==> config.mk <==
export PLATFORM = sky130hd
export DESIGN_NAME = safety_island_timer_array
export DESIGN_NICKNAME = d
export VERILOG_FILES = /design/src/rtl/safety_island_pkg.sv /design/src/rtl/safety_island_timer_channel.sv /design/src/rtl/safety_island_timer_array.sv
export SDC_FILE = /design/constraint.sdc
export NUM_CORES = 1
export LEC_CHECK = 0
export CAP_MARGIN = 20
export CORE_UTILIZATION = 45
export DETAILED_ROUTE_END_ITERATION = 6
export PLACE_DENSITY = 0.72
export RECOVER_POWER = 25
export SKIP_LAST_GASP = 1
export SLEW_MARGIN = 20
export SYNTH_ARGS = -nofsm -noshare
export SYNTH_HDL_FRONTEND = slang
export SYNTH_SLANG_ARGS = --single-unit
==> constraint.sdc <==
create_clock -name clk_i -period 2.85 [get_ports clk_i]
set_input_delay 0.4275 -clock clk_i [delete_from_list [all_inputs] [get_ports clk_i]]
set_output_delay 0.4275 -clock clk_i [all_outputs]
set_load 0.01 [all_outputs]
==> src/rtl/safety_island_pkg.sv <==
// Shared definitions for the safety island timer array: register offsets,
// channel stride, CTRL/STATUS/CMD bit positions and the CTRL register layout.
// Optional cascade support is compiled in with SAFETY_ISLAND_TIMER_CASCADE_EN.
package safety_island_pkg;

  // Register byte offsets inside one channel window
  localparam logic [4:0] TimerCtrlOffset    = 5'h00;
  localparam logic [4:0] TimerCountOffset   = 5'h04;
  localparam logic [4:0] TimerCompareOffset = 5'h08;
  localparam logic [4:0] TimerStatusOffset  = 5'h0C;
  localparam logic [4:0] TimerCmdOffset     = 5'h10;

  localparam int unsigned TimerChannelStride = 32'h20;

  // CTRL bit positions
  localparam int unsigned CtrlEnBit         = 0;
  localparam int unsigned CtrlOneshotBit    = 1;
  localparam int unsigned CtrlAutoreloadBit = 2;
  localparam int unsigned CtrlCmpIeBit      = 3;
  localparam int unsigned CtrlOvfIeBit      = 4;
  localparam int unsigned CtrlCascadeBit    = 5;
  localparam int unsigned CtrlPrescLsb      = 8;
  localparam int unsigned PrescMaxWidth     = 8;

  // STATUS and CMD bit positions
  localparam int unsigned StatusCmpBit = 0;
  localparam int unsigned StatusOvfBit = 1;
  localparam int unsigned CmdStartBit  = 0;
  localparam int unsigned CmdStopBit   = 1;
  localparam int unsigned CmdClrBit    = 2;

  typedef struct packed {
    logic [PrescMaxWidth-1:0] presc;
    logic                     cascade;
    logic                     ovf_ie;
    logic                     cmp_ie;
    logic                     autoreload;
    logic                     oneshot;
    logic                     en;
  } timer_ctrl_t;

  // Pack CTRL into its bus word; bits 7:6 and 31:16 read as zero
  function automatic logic [31:0] ctrl_to_word(input timer_ctrl_t c);
    return {16'h0000, c.presc, 2'b00, c.cascade, c.ovf_ie, c.cmp_ie,
            c.autoreload, c.oneshot, c.en};
  endfunction

  // Unpack a bus write into CTRL, dropping prescaler bits above the
  // implemented width and the cascade bit where cascading is not possible
  function automatic timer_ctrl_t word_to_ctrl(input logic [31:0] w,
                                               input int unsigned presc_width,
                                               input logic cascade_ok);
    timer_ctrl_t c;
    logic [PrescMaxWidth-1:0] mask;
    logic unused_bits;
    unused_bits  = ^{w[31:16], w[7:6]};
    mask         = 8'hFF >> (PrescMaxWidth - presc_width);
    c.en         = w[CtrlEnBit];
    c.oneshot    = w[CtrlOneshotBit];
    c.autoreload = w[CtrlAutoreloadBit];
    c.cmp_ie     = w[CtrlCmpIeBit];
    c.ovf_ie     = w[CtrlOvfIeBit];
    c.cascade    = w[CtrlCascadeBit] & cascade_ok;
    c.presc      = w[CtrlPrescLsb +: PrescMaxWidth] & mask;
    return c;
  endfunction

endpackage

==> src/rtl/safety_island_timer_channel.sv <==
// One timer channel: CTRL/COUNT/COMPARE/STATUS registers, prescaler, tick
// resolution and level interrupts. In cascade mode the tick comes from the
// lower neighbour's overflow instead of the local prescaler.
module safety_island_timer_channel
  import safety_island_pkg::*;
#(
  parameter int unsigned CntWidth       = 32,
  parameter int unsigned PrescWidth     = 8,
  parameter bit          CascadeCapable = 1'b0
) (
  input  logic        clk,
  input  logic        rst,
  input  logic        wr_en,
  input  logic        rd_en,
  input  logic [4:0]  offset,
  input  logic [31:0] wdata,
  input  logic        cascade_mode,
  input  logic        cascade_tick_i,
  output logic [31:0] rdata,
  output logic        cascade_sel,
  output logic        ovf_event,
  output logic [1:0]  irq
);

  timer_ctrl_t           ctrl_reg, ctrl_next;
  logic [CntWidth-1:0]   count_reg, count_next;
  logic [CntWidth-1:0]   compare_reg, compare_next;
  logic [PrescWidth-1:0] presc_cnt_reg, presc_cnt_next;
  logic                  cmp_pend_reg, cmp_pend_next;
  logic                  ovf_pend_reg, ovf_pend_next;

  logic ctrl_we, count_we, compare_we, status_we, cmd_we;
  logic cmd_start, cmd_stop, cmd_clr;
  logic presc_hit, tick, cmp_hit, ovf_hit;

  // Write strobes, tick resolution and next-state for every register
  always_comb begin
    ctrl_we    = wr_en && (offset == TimerCtrlOffset);
    count_we   = wr_en && (offset == TimerCountOffset);
    compare_we = wr_en && (offset == TimerCompareOffset);
    status_we  = wr_en && (offset == TimerStatusOffset);
    cmd_we     = wr_en && (offset == TimerCmdOffset);
    cmd_start  = cmd_we && wdata[CmdStartBit];
    cmd_stop   = cmd_we && wdata[CmdStopBit];
    cmd_clr    = cmd_we && wdata[CmdClrBit];

    presc_hit = (presc_cnt_reg == ctrl_reg.presc[PrescWidth-1:0]);
    tick      = ctrl_reg.en && (cascade_mode ? cascade_tick_i : presc_hit);
    cmp_hit   = tick && (count_reg == compare_reg);
    // A compare match with autoreload restarts from zero without overflowing
    ovf_hit   = tick && (count_reg == '1) && !(cmp_hit && ctrl_reg.autoreload);

    // CTRL: bus write, then START/STOP (STOP last), then one-shot disable last
    ctrl_next = ctrl_reg;
    if (ctrl_we)  ctrl_next = word_to_ctrl(wdata, PrescWidth, CascadeCapable);
    if (cmd_start) ctrl_next.en = 1'b1;
    if (cmd_stop)  ctrl_next.en = 1'b0;
    if (cmp_hit && ctrl_reg.oneshot) ctrl_next.en = 1'b0;

    // Prescaler runs only while enabled and not slaved to a cascade source
    presc_cnt_next = presc_cnt_reg;
    if (ctrl_reg.en && !cascade_mode)
      presc_cnt_next = presc_hit ? '0 : presc_cnt_reg + 1'b1;
    if (ctrl_we || cmd_clr) presc_cnt_next = '0;

    // COUNT: tick update, overridden by CLR, overridden by a direct write
    count_next = count_reg;
    if (tick) count_next = (cmp_hit && ctrl_reg.autoreload) ? '0 : count_reg + 1'b1;
    if (cmd_clr)  count_next = '0;
    if (count_we) count_next = wdata[CntWidth-1:0];

    compare_next = compare_reg;
    if (compare_we) compare_next = wdata[CntWidth-1:0];

    // Pending bits: W1C first so a same-cycle hardware event wins
    cmp_pend_next = cmp_pend_reg;
    ovf_pend_next = ovf_pend_reg;
    if (status_we && wdata[StatusCmpBit]) cmp_pend_next = 1'b0;
    if (status_we && wdata[StatusOvfBit]) ovf_pend_next = 1'b0;
    if (cmp_hit) cmp_pend_next = 1'b1;
    if (ovf_hit) ovf_pend_next = 1'b1;
  end

  // State registers, cleared asynchronously
  always_ff @(posedge clk or posedge rst) begin
    if (rst) begin
      ctrl_reg      <= '0;
      count_reg     <= '0;
      compare_reg   <= '0;
      presc_cnt_reg <= '0;
      cmp_pend_reg  <= 1'b0;
      ovf_pend_reg  <= 1'b0;
    end else begin
      ctrl_reg      <= ctrl_next;
      count_reg     <= count_next;
      compare_reg   <= compare_next;
      presc_cnt_reg <= presc_cnt_next;
      cmp_pend_reg  <= cmp_pend_next;
      ovf_pend_reg  <= ovf_pend_next;
    end
  end

  // Read mux; zero unless this channel is being read
  always_comb begin
    rdata = '0;
    if (rd_en) begin
      case (offset)
        TimerCtrlOffset:    rdata = ctrl_to_word(ctrl_reg);
        TimerCountOffset:   rdata[CntWidth-1:0] = count_reg;
        TimerCompareOffset: rdata[CntWidth-1:0] = compare_reg;
        TimerStatusOffset:  rdata[1:0] = {ovf_pend_reg, cmp_pend_reg};
        default:            rdata = '0;
      endcase
    end
  end

  assign irq         = {ovf_pend_reg & ctrl_reg.ovf_ie, cmp_pend_reg & ctrl_reg.cmp_ie};
  assign ovf_event   = ovf_hit;
  assign cascade_sel = ctrl_reg.cascade;

endmodule

==> src/rtl/safety_island_timer_array.sv <==
// Multi-channel safety island timer: regbus address decode, read mux and
// channel cascade wiring. Define SAFETY_ISLAND_TIMER_CASCADE_EN to let an
// even channel chain the next odd channel as its upper half.
module safety_island_timer_array
  import safety_island_pkg::*;
#(
  parameter int unsigned NumTimers  = 1,
  parameter int unsigned CntWidth   = 32,
  parameter int unsigned PrescWidth = 8,
  parameter int unsigned AddrWidth  = 12
) (
  input  logic                   clk_i,
  input  logic                   rst_i,
  input  logic                   reg_valid_i,
  input  logic                   reg_write_i,
  input  logic [AddrWidth-1:0]   reg_addr_i,
  input  logic [31:0]            reg_wdata_i,
  output logic                   reg_ready_o,
  output logic [31:0]            reg_rdata_o,
  output logic                   reg_error_o,
  output logic [2*NumTimers-1:0] irq_o
);

  localparam int unsigned ChIdxWidth = AddrWidth - 5;
  localparam logic [AddrWidth:0] WindowEnd = (AddrWidth+1)'(NumTimers * TimerChannelStride);

  logic                  in_range, offset_ok, access_ok;
  logic [4:0]            offset;
  logic [ChIdxWidth-1:0] ch_idx;
  logic [31:0]           ch_rdata [NumTimers];
  logic [NumTimers-1:0]  cascade_sel, ovf_event, cascade_mode, cascade_tick;
  logic                  unused_addr, unused_cascade;

  assign offset      = {reg_addr_i[4:2], 2'b00};
  assign ch_idx      = reg_addr_i[AddrWidth-1:5];
  assign in_range    = ({1'b0, reg_addr_i} < WindowEnd);
  assign offset_ok   = (reg_addr_i[4:2] <= 3'd4);
  assign access_ok   = reg_valid_i && in_range && offset_ok;
  assign reg_error_o = reg_valid_i && !(in_range && offset_ok);
  assign reg_ready_o = 1'b1;

  assign unused_addr    = ^reg_addr_i[1:0];
  assign unused_cascade = ^{cascade_sel, ovf_event};

  for (genvar gi = 0; gi < NumTimers; gi++) begin : g_ch
    logic ch_sel;
    assign ch_sel = access_ok && (ch_idx == ChIdxWidth'(gi));

`ifdef SAFETY_ISLAND_TIMER_CASCADE_EN
    localparam bit CascadeCapable = ((gi % 2) == 0) && ((gi + 1) < NumTimers);
    if ((gi % 2) == 1) begin : g_upper
      assign cascade_mode[gi] = cascade_sel[gi-1];
      assign cascade_tick[gi] = cascade_sel[gi-1] & ovf_event[gi-1];
    end else begin : g_lower
      assign cascade_mode[gi] = 1'b0;
      assign cascade_tick[gi] = 1'b0;
    end
`else
    localparam bit CascadeCapable = 1'b0;
    assign cascade_mode[gi] = 1'b0;
    assign cascade_tick[gi] = 1'b0;
`endif

    safety_island_timer_channel #(
      .CntWidth       (CntWidth),
      .PrescWidth     (PrescWidth),
      .CascadeCapable (CascadeCapable)
    ) u_channel (
      .clk            (clk_i),
      .rst            (rst_i),
      .wr_en          (ch_sel && reg_write_i),
      .rd_en          (ch_sel && !reg_write_i),
      .offset         (offset),
      .wdata          (reg_wdata_i),
      .cascade_mode   (cascade_mode[gi]),
      .cascade_tick_i (cascade_tick[gi]),
      .rdata          (ch_rdata[gi]),
      .cascade_sel    (cascade_sel[gi]),
      .ovf_event      (ovf_event[gi]),
      .irq            (irq_o[2*gi +: 2])
    );
  end

  // Unselected channels drive zero, so the read mux is a plain OR
  always_comb begin
    reg_rdata_o = '0;
    for (int i = 0; i < NumTimers; i++) reg_rdata_o = reg_rdata_o | ch_rdata[i];
  end

endmodule

-- Yosys cells after proc, flatten, opt, wreduce, memory -nomap -nowiden
Index checks and enable logic that the tools add are counted.
- shifts and indexed selects: 0
- magnitude comparators: 2
- bitwise logic cells: 2
- add/sub/neg operators: 2
- reduce and logical (&&, ||, !) cells: 34
- muxes and demuxes: 18
- multiply operators: 0
- eq/ne operators: 7
- div/mod/pow operators: 0
- operators with widths (operator ; count):
    two-way mux 32 bit ; 5
    one-hot mux 30 bit (3 select lines) ; 1
    adder 32 x 1 -> 32 bit, second input constant ; 1
    equality test 32 bit ; 1
    equality test 32 bit, second input constant ; 1
    two-way mux 8 bit ; 3
    logical AND 1 bit ; 23
    < comparator 12 x 6 -> 1 bit, second input constant ; 1
    adder 8 x 1 -> 8 bit, second input constant ; 1
    equality test 8 bit ; 1
    two-way mux 1 bit ; 8
    one-hot mux 2 bit (4 select lines) ; 1
    logical NOT 7 bit ; 1
    equality test 3 x 2 -> 1 bit, second input constant ; 2
    nonzero test 2 bit ; 3
    logical NOT 5 bit ; 1
    nonzero test 4 bit ; 1
    equality test 3 x 1 -> 1 bit, second input constant ; 1
    equality test 3 bit, second input constant ; 1
    less-or-equal comparator 3 bit, second input constant ; 1
    logical NOT 1 bit ; 3
    nonzero test 3 bit ; 1
    bitwise AND 1 bit ; 2
    logical OR 1 bit ; 1
- register bits after elaboration: 87
- ROM bits: 0
- output and inout bits: 36
- memories: 0
- input port bits: 48
- RAM bits: 0
- bits in latches: 0

-- Logic depth before layout (Yosys ltp)
- word-level depth: 10
- depth in mapped cells: 8
- depth with buffers taken out: 7

-- Hierarchy
From an unflattened synthesis, not the netlist that was laid out.
- cells, all modules: 622
- area total of the unflattened synthesis: 5750.5 sq um
- modules (own cells, without submodules) (module ; cells each ; area each (sq um) ; times used):
    safety_island_timer_channel ; 611 ; 5679.2 ; 1
    safety_island_timer_array ; 11 ; 71.3 ; 1

-- Worst setup path before layout
Ideal clock, no wire load.
- path kind: in2out
- start: input port reg_addr_i[8]
- end: output port reg_rdata_o[21]
- required time: 2.423 ns
- stages on the path: 5
- slack: 0.703 ns
- buffers on the path: 1
- arrival time: 1.719 ns
- cells stage by stage: nor4_2 > and2_1 > nand4_1 > clkbuf_1 > nor2_1
- longest elaborated chain between the ends: 6
- elaborated cells between the ends (all ways): 7
- classes of those cells: order compare: 1; mux: 1; reduce/logical: 5
- RTL lines (element ; line ; source):
    from (decl) ; safety_island_timer_array.sv:16 ; input logic [AddrWidth-1:0] reg_addr_i,
    < comparator 12 x 6 -> 1 bit ; safety_island_timer_array.sv:36 ; assign in_range = ({1'b0, reg_addr_i} < WindowEnd);
    logical AND 1 bit (2 in series) ; safety_island_timer_array.sv:38 ; assign access_ok = reg_valid_i && in_range && offset_ok;
    logical AND 1 bit (*) ; safety_island_timer_array.sv:47 ; assign ch_sel = access_ok && (ch_idx == ChIdxWidth'(gi));
    logical AND 1 bit (*) ; safety_island_timer_array.sv:72 ; .rd_en (ch_sel && !reg_write_i),
    two-way mux 32 bit (*) ; safety_island_timer_channel.sv:106 ; if (rd_en) begin
    to (decl) ; safety_island_timer_array.sv:19 ; output logic [31:0] reg_rdata_o,
Every way passes the cells marked *; elsewhere a longest branch is shown, timed or not.

-- Final worst setup path
- start: input port reg_addr_i[8]
- end: output port reg_rdata_o[29]
The elaborated chain is that of the path after synthesis.

==> qor.yml <==
synth:
  synth_cells: 621
  synth_top_area_cell: "dfrtp_1"
  synth_cell_types: 62
  yosys-top-cells-area: "dfrtp_1, mux2_2, xnor2_1"
  seq_area_frac_synth_pct: 38.2
  syn_area_sq_um: 5700
  syn-num-nets: 671
  synth_edf_count: 0
  synth_seq_cells: 87
  syn_area_per_cell_sq_um: 9.18
  ys.warnings.count: 0
  synth_top_cell_area_share_pct: 38.2
  synth-main-ff-cell: "dfrtp_1"
  postSynth.asyncResetShare_pct: 100
sta:
  finClkSkew_ns: 0.00889
  timing.final.crit_share_pct: 98.3
  fmax_mhz: 357
  finalSetupViolations: 0
  rsz0062_at_grt: "yes"
  whs_ns: 0.504
  tightest_slew_ns: 1.71
  drv_slew: 37
  slew_headroom_pct: -14.6
  period_needed_ns: 2.80
  finalHoldViolCount: 0
  fin_tns_setup_ns: 0
clock_network:
  cts_setup_buffers: 0
  clk_pin_slew_worst_paths_ns: 0.06
  tritoncts: "done"
  h-tree-depth: 3
  ctsHoldBuffers: 0
  cts_inserted_buffers: 9
  cts_sinks: 87
  cts_buffer_depth: 2
  clockRootBuffer: "clkbuf_16"
  clk_latency_ns: 0.36
grt:
  globalRouteOverflowTotal: 0
  antenna_found_initial: 0
  grtUsageTotal_pct: 27.0
  grt_first_pass_wirelength_mm: 27.1
  grt_pass1_vias: 5184
  grt_max_degree: 37
worst_setup_path:
  critical_path_class: "in2out"
  crit_required_ns: 2.42
  cp-start-kind: "primary input"
  cp-end-kind: "output port"
  worstPathArrival_ns: 2.37
  crit_fanout: 19
floorplanning:
  die_x_microns: 115
  coreArea_sq_um: 12200
  start_util_pct: 46.9
  num_io_pins: 84
  die_area_sq_um: 13100
  fp-row-count: 40
  dieHeight_microns: 115
routing:
  drc_errors: 0
  dr.pass1.iters: 6
  via_per_inst: 6.04
  drt_iter0_markers: 418
  ant_nets: 0
  vias: 5263
  avgRoutedWirePerCell_microns: 19.0
  routed_wl_mm: 16.6
place:
  numPortBuffers: 80
  dp.cells: 857
  placed_area_sq_um: 6740
  gp_congestion: 0.906
  dp_hpwl_mm: 12.3
layout:
  n_antenna_cell: 0
  fill_cells: 1102
  final_cell_area_sq_um: 7120
  fin_nets: 750
  area_growth_pct: 24.8
  final_cells: 872
  drive_gt1_share_pct: 15.1
min_path:
  min_path_type: "reg2reg"
power:
  peakVddDrop_v: 0.000305
  power.leakage_nw: 3.33
  power.total_mw: 2.80
  p_per_area_nw_per_um2: 393
run_status:
  status: "complete, but fails checks"
  violations: "capacitance limit, slew limit"
flow_run:
  drv_cap: 1
## cell usage in the layout, fill, tap and decap left out, types with 24 or more instances in the layout
cell             synthesis  final
nand4_1                 27     27
a21oi_1                 30     30
nand3_1                 25     25
nand2_1                 55     55
xnor2_1                 41     41
dfrtp_1                 87     87
mux2_2                  44     44
clkdlybuf4s50_1          0     55
buf_4                    5     25
dlymetal6s2s_1           0     24
nor2_1                  66     66
## stage by stage
| stage | setup slack, ns | util, % |
|---|---|---|
| 2_1_floorplan | 0.172 | - |
| 3_3_place_gp | 0.0580 | 55.4 |
| 3_5_place_dp | 0.0219 | 55.4 |
| 6_report | 0.0492 | 58.5 |
| 4_1_cts | 0.0184 | 58.0 |
| 5_1_grt | -0.0710 | 58.5 |
## where the power goes
group / leakage, nW / switching (mW) / internal (mW) / total [mW]
clock network: 0.149 / 0.479 / 0.787 / 1.27
logic: 1.99 / 0.137 / 0.123 / 0.260
registers: 1.19 / 0.0220 / 1.25 / 1.27
## synthesized netlist by cell type (7+ instances only)
cell	instances
dfrtp_1	87
nor2_1	66
nand2_1	55
mux2_2	44
xnor2_1	41
a21oi_1	30
nand4_1	27
nand3_1	25
o21ai_0	23
a22oi_1	21
clkbuf_1	16
and3_1	15
mux2i_1	13
nor3_1	13
buf_2	12
xor2_1	8
a221oi_1	7
a31oi_1	7
and2_1	7
buf_6	7
nor4_1	7
## cell families (layout without fill, tap and decap cells)
family | after synthesis | after routing | synth area share, %
xor gates and xnor gates | 49 | 49 | 7.53
AOI/OAI and AO/OA | 126 | 126 | 15.0
DFF | 87 | 87 | 38.2
and+or+nand+nor | 246 | 246 | 22.2
adders and majority gates | 2 | 2 | 0.439
buffers and inverters | 53 | 136 | 5.58
muxes | 57 | 57 | 11.0
other | 1 | 1 | 0.0658
## layer usage
metal	share of wire, %	track usage (%)
met1	43	35.7
met2	48	43.8
met3	6.8	4.50
met4	2.8	11.3
met5	0	0
## area by class of cell
class                           instances  area, sq um  area share [%]
Timing Repair Buffer                  115         1180            16.6
Clock inverter                          3         67.6           0.950
Sequential cell                        87         2180            30.6
Inverter                                6         23.8           0.334
Multi-Input combinational cell        481         3210            45.1
Clock buffer                           12          246            3.46
Tap cell                              168          210            2.95
## worst max-delay path, cell delays in order
cell and delay [ns]:
clkdlybuf4s50_1 0.41, nor4_2 0.32, and2_4 0.21, nand4_1 0.14, buf_12 0.20, nor2_1 0.10, clkdlybuf4s50_1 0.54
## worst paths after layout
kind | end | slack, ns | cells past startpoint | start
worst min-delay path | g_ch[0].u_channel.presc_cnt_reg[7]$_DFFE_PP0P_ | 0.50 | 1 | g_ch[0].u_channel.presc_cnt_reg[7]$_DFFE_PP0P_
worst max register to register | g_ch[0].u_channel.count_reg[13]$_DFFE_PP0P_ | 0.44 | 7 | g_ch[0].u_channel.count_reg[27]$_DFFE_PP0P_
worst min register to register | g_ch[0].u_channel.presc_cnt_reg[7]$_DFFE_PP0P_ | 0.50 | 1 | g_ch[0].u_channel.presc_cnt_reg[7]$_DFFE_PP0P_
min in group asynchronous | g_ch[0].u_channel.count_reg[12]$_DFFE_PP0P_ | 0.94 | 2 | rst_i
max in group asynchronous | g_ch[0].u_channel.compare_reg[19]$_DFFE_PP0P_ | 0.55 | 3 | rst_i
worst max-delay path | reg_rdata_o[29] | 0.05 | 7 | reg_addr_i[8]
## repair_timing
action / in CTS / in global routing
endpoints found under the setup margin: 0 / 30
hold endpoints to repair: 0 / 0
resized for setup: 0 / 27
Note: power is estimated with default switching activity, not from simulation.
